$ cat config.mk
export PLATFORM = sky130hd
export DESIGN_NAME = cmos_cfg_seq
export DESIGN_NICKNAME = d
export VERILOG_FILES = /design/src/rtl/cmos_cfg_pkg.sv /design/src/rtl/cmos_cfg_timer.sv /design/src/rtl/cmos_cfg_seq.sv
export SDC_FILE = /design/constraint.sdc
export NUM_CORES = 1
export LEC_CHECK = 0
export CAP_MARGIN = 30
export CELL_PAD_IN_SITES_DETAIL_PLACEMENT = 1
export CELL_PAD_IN_SITES_GLOBAL_PLACEMENT = 2
export CORE_UTILIZATION = 34
export DETAILED_ROUTE_END_ITERATION = 10
export PLACE_DENSITY_LB_ADDON = 0.2
export SETUP_SLACK_MARGIN = 0.3
export SLEW_MARGIN = 20
export SYNTH_ARGS = -nofsm -noshare
export SYNTH_HDL_FRONTEND = slang
export SYNTH_SLANG_ARGS = --single-unit
$ cat constraint.sdc
create_clock -name clk -period 3.25 [get_ports clk]
set_input_delay 0.325 -clock clk [delete_from_list [all_inputs] [get_ports clk]]
set_output_delay 0.325 -clock clk [all_outputs]
set_load 0.005 [all_outputs]
$ cat src/rtl/cmos_cfg_pkg.sv
// Shared types and constants for the camera power-up / register configuration sequencer.
package cmos_cfg_pkg;

    typedef enum logic [3:0] {
        S_IDLE,
        S_PWDN,
        S_RST,
        S_INIT,
        S_FETCH,
        S_LATCH,
        S_WRITE,
        S_RETRY,
        S_DELAY,
        S_DONE,
        S_ERROR
    } cfg_state_e;

    typedef struct packed {
        logic [15:0] addr;
        logic [7:0]  data;
    } lut_entry_t;

    localparam logic [15:0] DELAY_ADDR_DEF = 16'hFFFF;
    localparam int          MS_W           = 16;

endpackage

$ cat src/rtl/cmos_cfg_timer.sv
// Millisecond timer: a tick prescaler feeding a ms down-counter; both restart on load.
module cmos_cfg_timer
    import cmos_cfg_pkg::*;
#(
    parameter int TICKS_PER_MS = 50000
) (
    input  logic            clk,
    input  logic            rst_n,
    input  logic            load,
    input  logic            count,
    input  logic [MS_W-1:0] load_ms,
    output logic            expired
);

    localparam int             PW         = (TICKS_PER_MS > 1) ? $clog2(TICKS_PER_MS) : 1;
    localparam logic [PW-1:0]  PRESC_LAST = PW'(TICKS_PER_MS - 1);

    logic [PW-1:0]   presc;
    logic [MS_W-1:0] ms_left;
    logic            presc_wrap;

    assign presc_wrap = (presc == PRESC_LAST);

    always_ff @(posedge clk or negedge rst_n) begin
        if (!rst_n) begin
            presc   <= '0;
            ms_left <= '0;
        end else if (load) begin
            presc   <= '0;
            ms_left <= load_ms;
        end else if (count && (ms_left != '0)) begin
            if (presc_wrap) begin
                presc   <= '0;
                ms_left <= ms_left - 1'b1;
            end else begin
                presc <= presc + 1'b1;
            end
        end
    end

    // Flag expiry one cycle early so the owning state lasts exactly N*TICKS_PER_MS cycles.
    assign expired = (ms_left == '0) || ((ms_left == MS_W'(1)) && presc_wrap);

endmodule

$ cat src/rtl/cmos_cfg_seq.sv
// DVP sensor power-up sequencer and LUT-driven SCCB register writer with per-entry retry.
module cmos_cfg_seq
    import cmos_cfg_pkg::*;
#(
    parameter int          LUT_SIZE     = 256,
    parameter int          TICKS_PER_MS = 50000,
    parameter int          PWDN_MS      = 5,
    parameter int          RST_MS       = 5,
    parameter int          INIT_MS      = 20,
    parameter int          MAX_RETRY    = 3,
    parameter logic [15:0] DELAY_ADDR   = DELAY_ADDR_DEF
) (
    input  logic                        clk,
    input  logic                        rst_n,
    input  logic                        start,
    output logic [$clog2(LUT_SIZE)-1:0] lut_index,
    input  logic [23:0]                 lut_data,
    output logic                        cmos_pwdn,
    output logic                        cmos_rst_n,
    output logic                        wr_req,
    output logic [15:0]                 wr_addr,
    output logic [7:0]                  wr_data,
    input  logic                        wr_done,
    input  logic                        wr_err,
    output logic                        cfg_busy,
    output logic                        cfg_done,
    output logic                        cfg_error,
    output logic [$clog2(LUT_SIZE)-1:0] err_index
);

    localparam int                IDX_W    = $clog2(LUT_SIZE);
    localparam int                RW       = (MAX_RETRY > 0) ? $clog2(MAX_RETRY + 1) : 1;
    localparam logic [IDX_W-1:0]  LAST_IDX = IDX_W'(LUT_SIZE - 1);

    cfg_state_e      state, state_n;
    lut_entry_t      ent;
    logic [RW-1:0]   retry;
    logic            tmr_load, tmr_count, tmr_exp;
    logic [MS_W-1:0] tmr_ms;
    logic            idx_clr, idx_inc, ent_load, retry_inc, err_cap;
    logic            at_last;

    assign ent     = lut_data;
    assign at_last = (lut_index == LAST_IDX);

    cmos_cfg_timer #(
        .TICKS_PER_MS (TICKS_PER_MS)
    ) u_timer (
        .clk     (clk),
        .rst_n   (rst_n),
        .load    (tmr_load),
        .count   (tmr_count),
        .load_ms (tmr_ms),
        .expired (tmr_exp)
    );

    always_ff @(posedge clk or negedge rst_n) begin
        if (!rst_n) begin
            state <= S_IDLE;
        end else begin
            state <= state_n;
        end
    end

    always_comb begin
        state_n   = state;
        tmr_load  = 1'b0;
        tmr_ms    = '0;
        idx_clr   = 1'b0;
        idx_inc   = 1'b0;
        ent_load  = 1'b0;
        retry_inc = 1'b0;
        err_cap   = 1'b0;
        case (state)
            S_IDLE, S_DONE, S_ERROR: begin
                if (start) begin
                    state_n  = S_PWDN;
                    idx_clr  = 1'b1;
                    tmr_load = 1'b1;
                    tmr_ms   = MS_W'(PWDN_MS);
                end
            end
            S_PWDN: begin
                if (tmr_exp) begin
                    state_n  = S_RST;
                    tmr_load = 1'b1;
                    tmr_ms   = MS_W'(RST_MS);
                end
            end
            S_RST: begin
                if (tmr_exp) begin
                    state_n  = S_INIT;
                    tmr_load = 1'b1;
                    tmr_ms   = MS_W'(INIT_MS);
                end
            end
            S_INIT: begin
                if (tmr_exp) state_n = S_FETCH;
            end
            S_FETCH: state_n = S_LATCH;
            S_LATCH: begin
                if (ent.addr == DELAY_ADDR) begin
                    state_n  = S_DELAY;
                    tmr_load = 1'b1;
                    tmr_ms   = MS_W'(ent.data);
                end else begin
                    state_n  = S_WRITE;
                    ent_load = 1'b1;
                end
            end
            S_WRITE: begin
                // An error pulse wins over a simultaneous done pulse.
                if (wr_err) begin
                    if (retry < RW'(MAX_RETRY)) begin
                        state_n   = S_RETRY;
                        retry_inc = 1'b1;
                    end else begin
                        state_n = S_ERROR;
                        err_cap = 1'b1;
                    end
                end else if (wr_done) begin
                    if (at_last) begin
                        state_n = S_DONE;
                    end else begin
                        state_n = S_FETCH;
                        idx_inc = 1'b1;
                    end
                end
            end
            S_RETRY: state_n = S_WRITE;
            S_DELAY: begin
                if (tmr_exp) begin
                    if (at_last) begin
                        state_n = S_DONE;
                    end else begin
                        state_n = S_FETCH;
                        idx_inc = 1'b1;
                    end
                end
            end
            default: state_n = S_IDLE;
        endcase
    end

    always_ff @(posedge clk or negedge rst_n) begin
        if (!rst_n) begin
            lut_index <= '0;
            wr_addr   <= '0;
            wr_data   <= '0;
            retry     <= '0;
            err_index <= '0;
        end else begin
            if (idx_clr) begin
                lut_index <= '0;
            end else if (idx_inc) begin
                lut_index <= lut_index + 1'b1;
            end
            if (ent_load) begin
                wr_addr <= ent.addr;
                wr_data <= ent.data;
                retry   <= '0;
            end else if (retry_inc) begin
                retry <= retry + 1'b1;
            end
            if (err_cap) begin
                err_index <= lut_index;
            end
        end
    end

    assign tmr_count  = (state == S_PWDN) || (state == S_RST) || (state == S_INIT) || (state == S_DELAY);
    assign cmos_pwdn  = (state == S_IDLE) || (state == S_PWDN);
    assign cmos_rst_n = !((state == S_IDLE) || (state == S_PWDN) || (state == S_RST));
    assign wr_req     = (state == S_WRITE);
    assign cfg_busy   = !((state == S_IDLE) || (state == S_DONE) || (state == S_ERROR));
    assign cfg_done   = (state == S_DONE);
    assign cfg_error  = (state == S_ERROR);

endmodule

==> impl_metrics.csv <==
group,metric,value,unit
cts,clockBufferDepth,2,
synth,synth-edff-count,0,
cts,post_cts_buffers,0,
synth,ys_seq_area_frac,0.4331,
pwr,p_clk_frac,0.241,
detailed_routing,first_iter_violations,175,
cts,cts_resized,0,
cts,cts_tree,"yes",
final_layout,multi_input_area,2384,sq um
setup_path,required,3490,ps
synth,synth-seq-cells,78,
pwr,swShare,0.3600,
synth,yosys_warnings,0,
synth,yosysTopAreaCellShare,0.4331,
cts,clk_latency,350,ps
floorplanning,die-area,13720,sq um
pwr,powerDensity,736.1,nW/um^2
pwr,internal_power,2730,uW
timing,period_share,0.8270,
cts,cts.sinks,78,
cts,clockRootBuffer,"clkbuf_16",
synth,netlist_area,4507,sq um
synth,syn-num-nets,493,
floorplanning,die_width,117.1,um
worst_hold_path,hp-class,"primary input to async pin",
setup_path,endpoint_kind,"flop",
global_route,overflow,0,
global_route,grt_pass1_vias,4134,
synth,synth_ff_type,"dfrtp_1",
synth,ys_types,72,
detailed_routing,wl,13020,um
timing,setup_viol,0,
placed_design,dp.cells,697,
final_layout,finalNonFillerCells,714,
timing,hold_viol,0,
floorplanning,core,12770,sq um
pwr,peakVddDrop,0.3620,mV
pwr,switchingPower,1535,uW
pwr,seqPwrFrac,0.347,
run_status,outcome,"finished, final reports clean",
setup_path,cp-start-kind,"flop",
final_layout,n_antenna_cell,0,
synth,synth_area_leader_cell,"dfrtp_1",
global_route,use_met1,0.2737,
placed_design,place.detailed.hpwl,9453,um
synth,yosysMostFrequentCell,"dfrtp_1",
detailed_routing,antenna_left,0,
setup_path,cp.arrival,2920,ps
final_layout,syn2layout_area_growth,28.57,%
timing,drv_slew,0,
pwr,pwr-share-comb,0.413,
placed_design,io_buffers,74,
timing,rsz0062_at_grt,"false",
synth,ys_top_cells_by_area,"dfrtp_1 43%, mux2_2 8.0%, nand2_1 3.6%",
cts,numCtsBuffers,9,
floorplanning,std_cell_rows,41,
cts,ctsHoldBuffers,1,
detailed_routing,vias,3895,
detailed_routing,via_per_inst,5.455,
cts,cts.clk_slew.worst_paths,60,ps
global_route,grt_usage,0.2072,
synth,syn_area_per_cell,9.840,sq um
detailed_routing,drc,0,
final_layout,drive_gt1_frac,0.1679,
detailed_routing,wl_per_cell,18.23,um
timing,max-slew-margin-rel,0.5055,
final_layout,nNetsFinal,572,
timing,setup-tns-final,0,ps
global_route,antenna_found_initial,0,
synth,synth_common_cells,"78 x dfrtp_1, 43 x nand2_1, 32 x mux2_2",
global_route,busiest_layer,"met2",
final_layout,seqCellArea,1952,sq um
setup_path,path_class,"flop to flop",
global_route,grt_max_degree,44,
timing,period_minus_slack,2688,ps
global_route,grt_use_met2,0.3369,
pwr,p_leak,0.002327,uW
floorplanning,io_pins,75,
timing,worst_pin_slew,736.0,ps
synth,synth_cells,458,
timing,finalClockSkew,4.953,ps
floorplanning,die_y,117.1,um
floorplanning,initial_core_util,0.3528,
timing,fmax,372.1,MHz
setup_path,crit_path_max_fanout,15,
global_route,grt_pass1_wl,21610,um
job,maxCapViolations,0,
synth,synthArstFlopShare,1.000,
detailed_routing,first_pass_iters,4,
global_route,grt.met3_usage,0.04789,
placed_design,gp_congestion,0.8180,
final_layout,nFillCells,1435,
cts,h-tree-depth,3,
-- flip-flops by register name (all words and copies together), names as in the netlist --
| signal | count |
|---|---|
| u_timer.ms_left | 16 |
| err_index | 8 |
| state | 4 |
| wr_data | 8 |
| u_timer.presc | 16 |
| retry | 2 |
| lut_index | 8 |
| wr_addr | 16 |
-- metal layers --
metal  wire (um)  part of all wire  vias up
met5           0                 0        -
met4         140             0.011        0
met3         457             0.035       10
met2        6289              0.48       54
met1        6130              0.47     1953
li1            -                 -     1878
-- final timing paths --
| check | slack (ps) | to | depth (start not counted) | start |
|---|---|---|---|---|
| min reg2reg | 500 | u_timer.ms_left[15]$_DFFE_PN0P_ | 1 | u_timer.ms_left[15]$_DFFE_PN0P_ |
| max reg2reg | 560 | u_timer.ms_left[15]$_DFFE_PN0P_ | 9 | u_timer.presc[0]$_DFFE_PN0P_ |
| min in group clk | 500 | u_timer.ms_left[15]$_DFFE_PN0P_ | 1 | u_timer.ms_left[15]$_DFFE_PN0P_ |
| max | 560 | u_timer.ms_left[15]$_DFFE_PN0P_ | 9 | u_timer.presc[0]$_DFFE_PN0P_ |
| min | 490 | u_timer.presc[12]$_DFFE_PN0P_ | 2 | rst_n |
| max in group asynchronous | 2170 | wr_data[4]$_DFFE_PN0P_ | 3 | rst_n |
-- cell type report --
type                            instances  area share
Sequential cell                        78      0.3369
Tap cell                              172     0.03714
Timing Repair Buffer                   93      0.1559
Clock inverter                          7     0.01274
Inverter                               11    0.007126
Clock buffer                            9     0.03887
Multi-Input combinational cell        344      0.4114
-- through the flow --
stage | utilization | hold WS (ps) | setup slack (ps) | instance area (sq um) | power, uW
after detailed placement | 0.4290 | 339.0 | 177.4 | 5480 | 3269
after global routing | 0.4536 | 517.1 | 316.4 | 5794 | 4565
after floorplan | - | 29.41 | 967.2 | 4507 | 2466
after global placement | 0.4269 | 481.8 | 292.4 | 5453 | 3230
after CTS | 0.4532 | 498.9 | 331.4 | 5789 | 4323
final | 0.4536 | 488.4 | 562.3 | 5794 | 4265
-- kinds of logic after synthesis --
group           after synthesis  synth area share
compound gates               97            0.1477
xor+xnor                      5          0.009716
fa+ha+maj                     6           0.01666
buf+inv                      36           0.03970
flops                        78            0.4331
mux                          37           0.09106
simple gates                199            0.2621
-- placed cells by master (no fill, tap or decap), types with 3 or more instances in the layout --
cell type and instances:
dfrtp_1 78, clkdlybuf4s50_1 73, nand2_1 43, mux2_2 32, nor2_1 26, nand3_1 21, a21oi_1 20, nand4_1 19
buf_4 18, o21ai_0 16, nor3_1 14, inv_1 11, or3_1 11, clkbuf_16 9, nand2b_1 7, nand3b_1 7
o211ai_1 7, o22ai_1 7, a31oi_1 6, ha_1 6, mux2i_1 5, nor4_1 5, nor3b_1 4, xor2_1 4
or2_2 4, nor2b_1 4, a21o_1 4, and2_1 4, o31ai_1 4, o21a_1 3, a32oi_1 3, o31a_1 3
and3_1 3
-- critical path, cell delays in order (launching register included) --
cell and delay [ps]:
dfrtp_1 420, ha_1 270, and4b_1 230, and4_1 210
buf_4 170, a21o_1 310, nand2_1 170, buf_4 230
nand4_1 240, o41ai_1 320
-- power by group through the flow --
stage / Sequential, uW / Combinational, uW / Clock (uW)
floorplan: 1440 / 1030 / 0
global placement: 1480 / 1750 / 0
CTS: 1480 / 1780 / 1060
finish: 1480 / 1760 / 1030
global route: 1530 / 1940 / 1100
detailed placement: 1500 / 1770 / 0
Note: power is estimated with default switching activity, not from simulation.
